--- config.mk ---
export PLATFORM = sky130hd
export DESIGN_NAME = fw_ctrl_flat
export DESIGN_NICKNAME = d
export VERILOG_FILES = /design/src/rtl/fw_ctrl_if.sv /design/src/rtl/fw_ctrl.sv /design/src/flat_wrapper.sv
export SDC_FILE = /design/constraint.sdc
export NUM_CORES = 1
export LEC_CHECK = 0
export CAP_MARGIN = 20
export CORE_MARGIN = 5
export CORE_UTILIZATION = 40
export CTS_CLUSTER_DIAMETER = 150
export DETAILED_ROUTE_END_ITERATION = 8
export PLACE_DENSITY = 0.62
export SETUP_SLACK_MARGIN = 0.05
export SLEW_MARGIN = 20
export SYNTH_ARGS = -nofsm -noshare
export SYNTH_HDL_FRONTEND = slang
export SYNTH_SLANG_ARGS = --single-unit
--- constraint.sdc ---
create_clock -name clk -period 2.6 [get_ports clk]
set_input_delay 0.26 -clock clk [delete_from_list [all_inputs] [get_ports clk]]
set_output_delay 0.26 -clock clk [all_outputs]
set_load 0.02 [all_outputs]
--- src/rtl/fw_ctrl_if.sv ---
// Farm-way controller port bundle.
// The highway side drives the request and car sensor; the farm way answers.
interface fw_ctrl_if;
    logic       invk_fw;
    logic       car_on_fw;
    logic       invk_hw;
    logic [1:0] state_fw;
    logic       lamp_red;
    logic       lamp_green;
    logic       lamp_yellow;
    logic       timer_fw_reset;
    logic       protocol_err;

    modport master (
        output invk_fw,
        output car_on_fw,
        input  invk_hw,
        input  state_fw,
        input  lamp_red,
        input  lamp_green,
        input  lamp_yellow,
        input  timer_fw_reset,
        input  protocol_err
    );

    modport slave (
        input  invk_fw,
        input  car_on_fw,
        output invk_hw,
        output state_fw,
        output lamp_red,
        output lamp_green,
        output lamp_yellow,
        output timer_fw_reset,
        output protocol_err
    );
endinterface

--- src/rtl/fw_ctrl.sv ---
// Farm-way light controller: runs GREEN/YELLOW/RED on request, then hands back.
// Optional early GREEN end when the farm way is empty: FW_EARLY_END_EN.
module fw_ctrl #(
    parameter int SHORT_CYCLES = 4,
    parameter int LONG_CYCLES  = 16,
    parameter int CNT_W        = 8
) (
    input  logic     clk,
    input  logic     reset_n,
    fw_ctrl_if.slave bus
);

    typedef enum logic [1:0] {
        RED     = 2'd0,
        GREEN   = 2'd1,
        YELLOW  = 2'd2,
        ILLEGAL = 2'd3
    } state_e;

    localparam logic [CNT_W-1:0] SHORT_M1 = CNT_W'(SHORT_CYCLES - 1);
    localparam logic [CNT_W-1:0] LONG_M1  = CNT_W'(LONG_CYCLES - 1);

    state_e           state_q, state_d;
    logic [CNT_W-1:0] cnt_q, cnt_d;
    logic             invk_hw_q, invk_hw_d;
    logic             perr_q, perr_d;
    logic             short_to;
    logic             long_to;
    logic             early_end;
    logic             change;

    assign short_to = (cnt_q == SHORT_M1);
    assign long_to  = (cnt_q == LONG_M1);

`ifdef FW_EARLY_END_EN
    assign early_end = !bus.car_on_fw && (cnt_q >= SHORT_M1);
`else
    logic unused_car;
    assign unused_car = bus.car_on_fw;
    assign early_end  = 1'b0;
`endif

    always_comb begin
        state_d = state_q;
        unique case (state_q)
            RED:     if (bus.invk_fw)          state_d = GREEN;
            GREEN:   if (long_to || early_end) state_d = YELLOW;
            YELLOW:  if (short_to)             state_d = RED;
            default:                           state_d = RED;
        endcase

        change = (state_d != state_q);

        // Saturate rather than wrap so a long RED idle never fakes a timeout
        if (change)
            cnt_d = '0;
        else if (cnt_q == '1)
            cnt_d = cnt_q;
        else
            cnt_d = cnt_q + 1'b1;

        invk_hw_d = (state_q == YELLOW) && (state_d == RED);
        perr_d    = perr_q | (bus.invk_fw && (state_q != RED));
    end

    always_ff @(posedge clk or negedge reset_n) begin
        if (!reset_n) begin
            state_q   <= RED;
            cnt_q     <= '0;
            invk_hw_q <= 1'b0;
            perr_q    <= 1'b0;
        end else begin
            state_q   <= state_d;
            cnt_q     <= cnt_d;
            invk_hw_q <= invk_hw_d;
            perr_q    <= perr_d;
        end
    end

    assign bus.state_fw       = state_q;
    assign bus.lamp_red       = (state_q == RED) || (state_q == ILLEGAL);
    assign bus.lamp_green     = (state_q == GREEN);
    assign bus.lamp_yellow    = (state_q == YELLOW);
    assign bus.timer_fw_reset = reset_n && change;
    assign bus.invk_hw        = invk_hw_q;
    assign bus.protocol_err   = perr_q;

endmodule

--- src/flat_wrapper.sv ---
// flat-port wrapper written by rule: the top's interface ports become plain ports
module fw_ctrl_flat 
#(
    parameter int SHORT_CYCLES = 4,
    parameter int LONG_CYCLES  = 16,
    parameter int CNT_W        = 8
)
  (clk, reset_n, bus_invk_fw, bus_car_on_fw, bus_invk_hw, bus_state_fw, bus_lamp_red, bus_lamp_green, bus_lamp_yellow, bus_timer_fw_reset, bus_protocol_err);
  fw_ctrl_if bus_i ();
  input  logic clk;
  input  logic reset_n;
  input wire logic [$bits(bus_i.invk_fw)-1:0] bus_invk_fw;
  input wire logic [$bits(bus_i.car_on_fw)-1:0] bus_car_on_fw;
  output wire logic [$bits(bus_i.invk_hw)-1:0] bus_invk_hw;
  output wire logic [$bits(bus_i.state_fw)-1:0] bus_state_fw;
  output wire logic [$bits(bus_i.lamp_red)-1:0] bus_lamp_red;
  output wire logic [$bits(bus_i.lamp_green)-1:0] bus_lamp_green;
  output wire logic [$bits(bus_i.lamp_yellow)-1:0] bus_lamp_yellow;
  output wire logic [$bits(bus_i.timer_fw_reset)-1:0] bus_timer_fw_reset;
  output wire logic [$bits(bus_i.protocol_err)-1:0] bus_protocol_err;
  assign bus_i.invk_fw = bus_invk_fw;
  assign bus_i.car_on_fw = bus_car_on_fw;
  assign bus_invk_hw = bus_i.invk_hw;
  assign bus_state_fw = bus_i.state_fw;
  assign bus_lamp_red = bus_i.lamp_red;
  assign bus_lamp_green = bus_i.lamp_green;
  assign bus_lamp_yellow = bus_i.lamp_yellow;
  assign bus_timer_fw_reset = bus_i.timer_fw_reset;
  assign bus_protocol_err = bus_i.protocol_err;
  fw_ctrl #(.SHORT_CYCLES(SHORT_CYCLES), .LONG_CYCLES(LONG_CYCLES), .CNT_W(CNT_W)) u_core (.clk(clk), .reset_n(reset_n), .bus(bus_i));
endmodule
* Word-level counts from Yosys, hierarchy flattened *
Cells that the tools add are included.

storage, ports and cells
  flip-flop bits (word level) = 12
  input bits = 4
  output and inout bits = 8
  word-level logic and storage cells = 27

operators by class
  add/subtract/negate cells = 1
  equality and inequality tests = 8
  muxes and demuxes = 6
  bitwise operators = 1
  reduce and logical (&&, ||, !) cells = 7

operators by type and width
  kind                 count
  $mux 8               2
  $add 8x1->8 const B  1
  $eq 8x2->1 const B   1
  $eq 8x4->1 const B   1
  $eq 8x8->1 const B   1
  $mux 2               3
  $pmux 2 s3           1
  $eq 2x2->1 const B   2
  $logic_not 2->1      2
  $logic_and 1x1->1    3
  $eq 2x1->1 const B   1
  $ne 2x1->1 const B   1
  $ne 2x2->1           1
  $reduce_bool 2->1    1
  $logic_or 1x1->1     1
  $or 1x1->1           1

* Logic depth before layout (Yosys ltp) *
Gate-level depths: netlist of the first run.

  depth in word-level cells = 5
  depth in mapped cells = 7

* Worst setup path before layout of the first run *
OpenSTA, ideal clock, no wires.

  path kind = register to output
  start = reg u_core.state_q[1] (netlist: u_core.bus.state_fw[1])
  end = out bus_timer_fw_reset
  data arrival time = 1.870 ns
  required time = 2.340 ns
  setup slack = 0.470 ns
  cell stages (with the launch flop) = 6
  buffers on the path = 0
  cells stage by stage = dfrtp_1 > inv_1 > ha_1 > a41oi_1 > mux2i_1 > o31a_1

on the way
  cells in the longest elaborated chain, start to end = 4
  elaborated cells on any way between the ends = 9

RTL lines
  what                      RTL line            text
  start: declaration        fw_ctrl.sv:23       state_e state_q, state_d;
  start signal: assignment  fw_ctrl.sv:73       state_q <= state_d;
  $eq 2x1->1                --
  named net bus_lamp_green  flat_wrapper.sv:17  output wire logic [$bits(bus_i.lamp_green)-1:0] bus_lamp_green;
  $pmux 2 s3                fw_ctrl.sv:45       unique case (state_q)
  $ne 2x2->1                fw_ctrl.sv:52       change = (state_d != state_q);
  $logic_and 1x1->1         fw_ctrl.sv:84       assign bus.timer_fw_reset = reset_n && change;
  end: declaration          flat_wrapper.sv:19  output wire logic [$bits(bus_i.timer_fw_reset)-1:0] bus_timer_fw_reset;

The timed path passes the listed nets, and every way through them passes these cells.

* Final worst setup path of the first run *
  start = reg u_core.cnt_q[4]
  end = out bus_timer_fw_reset

on the way
  cells in the longest elaborated chain, start to end = 5
  elaborated cells on any way between the ends = 7

RTL lines
  what                                             RTL line                      text
  start: declaration                               fw_ctrl.sv:24                 logic [CNT_W-1:0] cnt_q, cnt_d;
  start signal: assignment                         fw_ctrl.sv:74                 cnt_q <= cnt_d;
  $eq 8x2->1 / $eq 8x4->1 (equally long branches)  fw_ctrl.sv:32, fw_ctrl.sv:33
  $mux 2, on equally long branches                 fw_ctrl.sv:48, fw_ctrl.sv:47
  $pmux 2 s3 *                                     fw_ctrl.sv:45
  $ne 2x2->1 *                                     fw_ctrl.sv:52
  $logic_and 1x1->1 *                              fw_ctrl.sv:84

Mark *: on every way between the ends. The rest lies on a longest branch, timed or not.

==> results of run 1 <==
critical path: cells and delay by family, from the launching register on:
| kind | cells | cell delay [ns] |
|---|---|---|
| compound gates | 2 | 0.42 |
| buf+inv | 1 | 0.30 |
| flops | 1 | 0.38 |
| simple gates | 2 | 0.84 |
metrics by stage:
step	utilization	cells
final	0.5241	127
after detailed placement	0.5078	124
after global placement	0.5078	124
after global routing	0.5241	127
after CTS	0.5189	127
after floorplan	-	80
layer usage:
layer | part of all wire | GRT usage
met5 | 0 | 0
met4 | 0.027 | 0.1120
met3 | 0.032 | 0.03815
met2 | 0.46 | 0.2271
met1 | 0.48 | 0.1983
sequential cells by signal, indices dropped and copies added, names as in the netlist:
name	cells
u_core.cnt_q	8
u_core.bus.state_fw	2
u_core.bus.invk_hw	1
u_core.bus.protocol_err	1
worst min-delay path by stage:
stage | startpoint | endpoint | slack, ns | depth (start not counted)
4_1_cts | reset_n | u_core.cnt_q[6]$_DFFE_PN0P_ | 0.35 | 2
2_1_floorplan | reset_n | u_core.bus.invk_hw$_DFF_PN0_ | -0.04 | 0
5_1_grt | reset_n | u_core.cnt_q[6]$_DFFE_PN0P_ | 0.36 | 2
3_5_place_dp | u_core.bus.protocol_err$_DFF_PN0_ | u_core.bus.protocol_err$_DFF_PN0_ | 0.47 | 1
6_report | reset_n | u_core.cnt_q[6]$_DFFE_PN0P_ | 0.35 | 2
3_3_place_gp | u_core.bus.protocol_err$_DFF_PN0_ | u_core.bus.protocol_err$_DFF_PN0_ | 0.46 | 1
cells in the final DEF, fill, tap and decap left out, types with 2 or more instances in the layout:
cell,netlist,routed
o21ai_0,4,4
xor2_1,2,2
and3_1,3,3
nor2_1,2,2
inv_1,7,7
ha_1,5,4
clkdlybuf4s50_1,0,9
nor4_1,9,8
mux2i_1,4,4
nand3_1,4,4
dfrtp_1,12,12
nand2_1,4,4
clkbuf_4,0,3
buf_4,1,10
a21oi_1,2,2
cells in the mapped netlist, types with 2 or more instances:
cell type,instances
and3_1,3
inv_1,7
dfrtp_1,12
nor4_1,9
a21oi_1,2
xor2_1,2
o21ai_0,4
nand3_1,4
ha_1,5
nor2_1,2
mux2i_1,4
nand2_1,4
repair_timing:
item | 4_1_cts | 5_1_grt
gates cloned | 0 | 0
hold endpoints to repair | 0 | 0
gates resized for setup | 1 | 3
setup endpoints to repair | 1 | 1
setup buffers | 0 | 0
power by group through the flow:
stage                     Clock (mW)  Sequential, mW  Combinational, mW
after global placement             0           0.286              0.394
after floorplan                    0           0.285              0.256
after global routing           0.131           0.296              0.449
final                          0.115           0.288              0.401
after CTS                      0.122           0.284              0.396
after detailed placement           0           0.288              0.397
area by class of cell:
cell class	instances	share of cell area
clock buffers	3	0.02236
inverters	7	0.02609
multi-input cells	58	0.4460
flip-flops and latches	12	0.2981
well taps	27	0.03354
repair buffers	20	0.1739
kinds of logic after synthesis:
group,after synthesis,share of synthesized area
compound gates,18,0.1883
xor+xnor,2,0.02216
fa+ha+maj,5,0.07911
buf+inv,10,0.06329
flops,12,0.3797
mux,4,0.05063
simple gates,29,0.2168
==> reports/results.ini, run 1 <==
[status]
status = completed

[placed_design]
io_buffers = 10
placedInstanceArea_um2 = 975.9
gp_congestion = 0.8722
dp_slack_ns = 0.1160
dp_hpwl_um = 1390

[yosys]
yosysTopAreaCell = dfrtp_1
synth_edf_count = 0
synth_nets = 89
async_flop_share = 1.000
avgSynthCellArea_um2 = 9.884
seq_area_frac_synth = 0.3797
ys.flop_type = dfrtp_1
netlist_area_um2 = 790.8
synth.distinct_cells = 34
netlist_top_cells_area = dfrtp_1 (38%), ha_1 (7.9%), nor4_1 (7.1%)
synth_seq_cells = 12
synth_top_area_share = 0.3797
ys_warn_count = 0
syn_inst = 80

[detailed_routing]
drc = 0
antenna_left = 0
drt_iter0_markers = 6
viasPerCell = 5.709
firstDrtPassIters = 4
drt-total-wl_um = 1892
routedWlPerCell_um = 14.90
vias = 725

[timing]
setup_viol = 0
whs_ns = 0.3470
period_needed_ns = 2.477
finalSetupTns_ns = 0
finClkSkew_ns = 0.005398
tightestPinTransition_ns = 0.3326
drv_slew = 0
hold_viol = 0
rsz0062_at_grt = no
layout_setup_ws_ns = 0.1234
fmax_mhz = 403.8
finalCritPeriodShare = 0.9525
worst_slew_margin_rel = 0.7783

[floorplanning]
top_level_ports = 12
fp.dieArea_mm2 = 0.002966
die_w_um = 54.46
die_h_um = 54.46
start_util = 0.4115
rows = 16
coreArea_mm2 = 0.001922

[critical_path]
r2r_cells = 6
endpoint_kind = primary output
worst_ep_required_time_ns = 2.34
timing.rr.end = u_core.cnt_q[3]$_DFFE_PN0P_
critPathCapture = bus_timer_fw_reset
cp_slowest_cell = or4_4
startpoint = u_core.cnt_q[4]$_DFFE_PN0P_
crit_arrival_ns = 2.22
startpoint_type = flip-flop
reg2reg_from = u_core.cnt_q[0]$_DFFE_PN0P_
critPathMaxStageDelay_ns = 0.58
path_cells = or4_4, o41ai_4, and3_1, o31a_1, clkdlybuf4s15_1
r2r_slack_ns = 0.72
worstSetupPathType = reg2out
path_max_fanout = 3

[power]
p_leak_nw = 0.4270
powerDensity_mw_per_mm2 = 798.2
p_clk_frac = 0.144
p_total_mw = 0.8039
swShare = 0.4247
seqPwrFrac = 0.358
p_sw_mw = 0.3414
combPwrFrac = 0.499
intPower_mw = 0.4625
peakVddDrop_uv = 476.4

[finish]
area_growth_pct = 27.37
num_antenna_cells = 0
multi_input_area_um2 = 449.2
n_fill_cell = 190
drive_above_1_share = 0.1700
register_area_um2 = 300.3
final_area_mm2 = 0.001007
nets = 111

[grt]
grt_first_pass_wirelength_um = 3208
grt_pass1_vias = 721
antenna_found_initial = 0
track_usage = 0.1559
grt_max_degree = 13
overflow = 0

[clock_tree]
clkSlewWorstSetupHoldPaths_ns = 0.07
numCtsBuffers = 3
cts_root_buffer = clkbuf_4
ctsHoldBuffers = 0
clockBufferDepth = 2
h-tree-depth = 1
cts.sinks = 12
cts_tree = built
clk_latency_ns = 0.28

[flow_run]
cap_violations = 0

[hold_path]
hp-class = in2async

No activity file was read; power rests on OpenSTA's default activity.
==> run 2: changes to the inputs <==
- MAX_ROUTING_LAYER: not set -> met4
==> run 2 against run 1 <==
Flip-flop and latch count unchanged. Final cell count is the same. Combinational power about the same. Routed wire length decreased by 0.53%. Utilization did not move. Critical path type unchanged. Clock-buffer cell count did not move. Largest power group unchanged. First-iteration DRC count did not move.
==> reports/results.ini, run 2 (synthesized netlist as in run 1, its figures left out) <==
[status]
status = completed

[flow_run]
cap_violations = 0  ; unchanged

[critical_path]
path_max_fanout = 3  ; unchanged
r2r_cells = 6  ; unchanged
critPathMaxStageDelay_ns = 0.58  ; about the same
cp.depth = 5  ; unchanged
worstSetupPathType = reg2out
worst_ep_required_time_ns = 2.34  ; about the same
path_cells = or4_4, o41ai_4, and3_1, o31a_1, clkdlybuf4s15_1
timing.rr.end = u_core.cnt_q[4]$_DFFE_PN0P_
reg2reg_from = u_core.cnt_q[0]$_DFFE_PN0P_
cp_slowest_cell = or4_4
crit_arrival_ns = 2.22  ; about the same
startpoint = u_core.cnt_q[4]$_DFFE_PN0P_
r2r_slack_ns = 0.74  ; +0.02 ns
path_buf_inv = 1  ; unchanged
critPathCapture = bus_timer_fw_reset
endpoint_kind = primary output
startpoint_type = flip-flop
crit_family = simple AND/OR/NAND/NOR gates

[detailed_routing]
antenna_left = 0  ; unchanged
drt-total-wl_um = 1882  ; -0.53%
routedWlPerCell_um = 14.82  ; -0.53%
viasPerCell = 5.654  ; -0.97%
drt_iter0_markers = 6  ; unchanged
firstDrtPassIters = 4  ; unchanged
vias = 718  ; -0.97%
drc = 0  ; unchanged

[finish]
area_growth_pct = 27.37  ; unchanged
final_area_mm2 = 0.001007  ; unchanged
nets = 111  ; unchanged
layout_commonest_cell = dfrtp_1
fin_cells = 127  ; unchanged
drive_above_1_share = 0.1700  ; unchanged
largest_register = u_core.cnt_q
num_antenna_cells = 0  ; unchanged
largest_reg_flops = 8  ; unchanged
final_cell_mix = dfrtp_1 (12), buf_4 (10), clkdlybuf4s50_1 (9), nor4_1 (8), inv_1 (7)

[floorplanning]
die_h_um = 54.46  ; unchanged
die_w_um = 54.46  ; unchanged
fp.dieArea_mm2 = 0.002966  ; unchanged
rows = 16  ; unchanged
top_level_ports = 12  ; unchanged
start_util = 0.4115  ; unchanged
coreArea_mm2 = 0.001922  ; unchanged

[grt]
grt_pass1_vias = 722  ; +0.14%
antenna_found_initial = 0  ; unchanged
grt_max_degree = 13  ; unchanged
gr-usage-met3 = 0.03815  ; unchanged
overflow = 0  ; unchanged
grt_util_met1 = 0.1983  ; unchanged
busiest_layer = met2
grt_use_met2 = 0.2271  ; unchanged
grt_first_pass_wirelength_um = 3201  ; -0.22%
track_usage = 0.1602  ; +0.004375

[timing]
setup_viol = 0  ; unchanged
worst_slew_margin_rel = 0.7783  ; about the same
layout_setup_ws_ns = 0.1206  ; -0.002821 ns
rsz0062_at_grt = no
fmax_mhz = 403.3  ; -0.11%
period_needed_ns = 2.479  ; +0.002821 ns
whs_ns = 0.3481  ; +0.001121 ns
hold_viol = 0  ; unchanged
finalSetupTns_ns = 0  ; unchanged
finClkSkew_ns = 0.005663  ; +0.0002647 ns
tightestPinTransition_ns = 0.3325  ; -0.00002801 ns
finalCritPeriodShare = 0.9536  ; +0.001085
drv_slew = 0  ; unchanged

[placed_design]
dp_hpwl_um = 1390  ; unchanged
place_inst = 124  ; unchanged
dp_slack_ns = 0.1160  ; unchanged
io_buffers = 10  ; unchanged
gp_congestion = 0.8865  ; +1.6%
placedInstanceArea_um2 = 975.9  ; unchanged

[clock_tree]
clkSlewWorstSetupHoldPaths_ns = 0.07  ; about the same
clk_latency_ns = 0.28  ; about the same
cts_root_buffer = clkbuf_4
h-tree-depth = 1  ; unchanged
numCtsBuffers = 3  ; unchanged
cts_tree = built
cts.sinks = 12  ; unchanged
clockBufferDepth = 2  ; unchanged

[power]
powerDensity_mw_per_mm2 = 798.5  ; about the same
p_leak_nw = 0.4270  ; unchanged
peakVddDrop_uv = 476.2  ; about the same

[hold_path]
hp-class = in2async

## run 2: what timing repair did
item / CTS / global route
setup buffers: 0 / 0
gates resized for setup: 1 / 3
hold buffers: 0 / 0
setup endpoints to repair: 1 / 1
## run 2: how the worst min path moves through the flow
stage                                                  from                                end  slack (ns)  cells after the start
after global placement    u_core.bus.protocol_err$_DFF_PN0_  u_core.bus.protocol_err$_DFF_PN0_        0.46                      1
after detailed placement  u_core.bus.protocol_err$_DFF_PN0_  u_core.bus.protocol_err$_DFF_PN0_        0.47                      1
final                                               reset_n        u_core.cnt_q[6]$_DFFE_PN0P_        0.35                      2
after floorplan                                     reset_n       u_core.bus.invk_hw$_DFF_PN0_       -0.04                      0
after CTS                                           reset_n        u_core.cnt_q[6]$_DFFE_PN0P_        0.35                      2
after global routing                                reset_n        u_core.cnt_q[6]$_DFFE_PN0P_        0.36                      2
## run 2: worst reg2reg max path: cells and delay by family (launching register included)
| kind | cells | cell delay, ns |
|---|---|---|
| and+or+nand+nor | 2 | 0.50 |
| DFF | 1 | 0.42 |
| adders and majority gates | 1 | 0.29 |
| AOI/OAI and AO/OA | 1 | 0.22 |
| buffers and inverters | 1 | 0.18 |
| muxes | 1 | 0.14 |
## run 2: stage by stage
step | utilization | power [mW]
after floorplan | - | 0.5409
after global placement | 0.5078 | 0.6796
after detailed placement | 0.5078 | 0.6847
after CTS | 0.5189 | 0.8019
after global routing | 0.5241 | 0.8768
final | 0.5241 | 0.8042
## run 2: where the power goes
group	internal, mW	switching, mW	total [mW]
logic	0.181	0.221	0.402
registers	0.228	0.0577	0.286
clock network	0.0538	0.0621	0.116
## run 2: final cells by class
class,instances,area (um2)
inverter,7,26.28
timing repair buffer,20,175.2
fill,190,914.6
tap,27,33.78
clock buffer,3,22.52
multi-input combinational,58,449.2
sequential,12,300.3
## run 2: layer usage
metal | up-vias | routed length (um)
met1 | 352 | 897
met2 | 13 | 867
met4 | 0 | 50
li1 | 348 | -
met3 | 5 | 68
met5 | - | 0
==> run 3: changes to the inputs <==
- CTS_CLUSTER_SIZE: not set -> 12
==> results of run 3 <==
No change in the layout: final DEF, timing and power equal those of run 2.
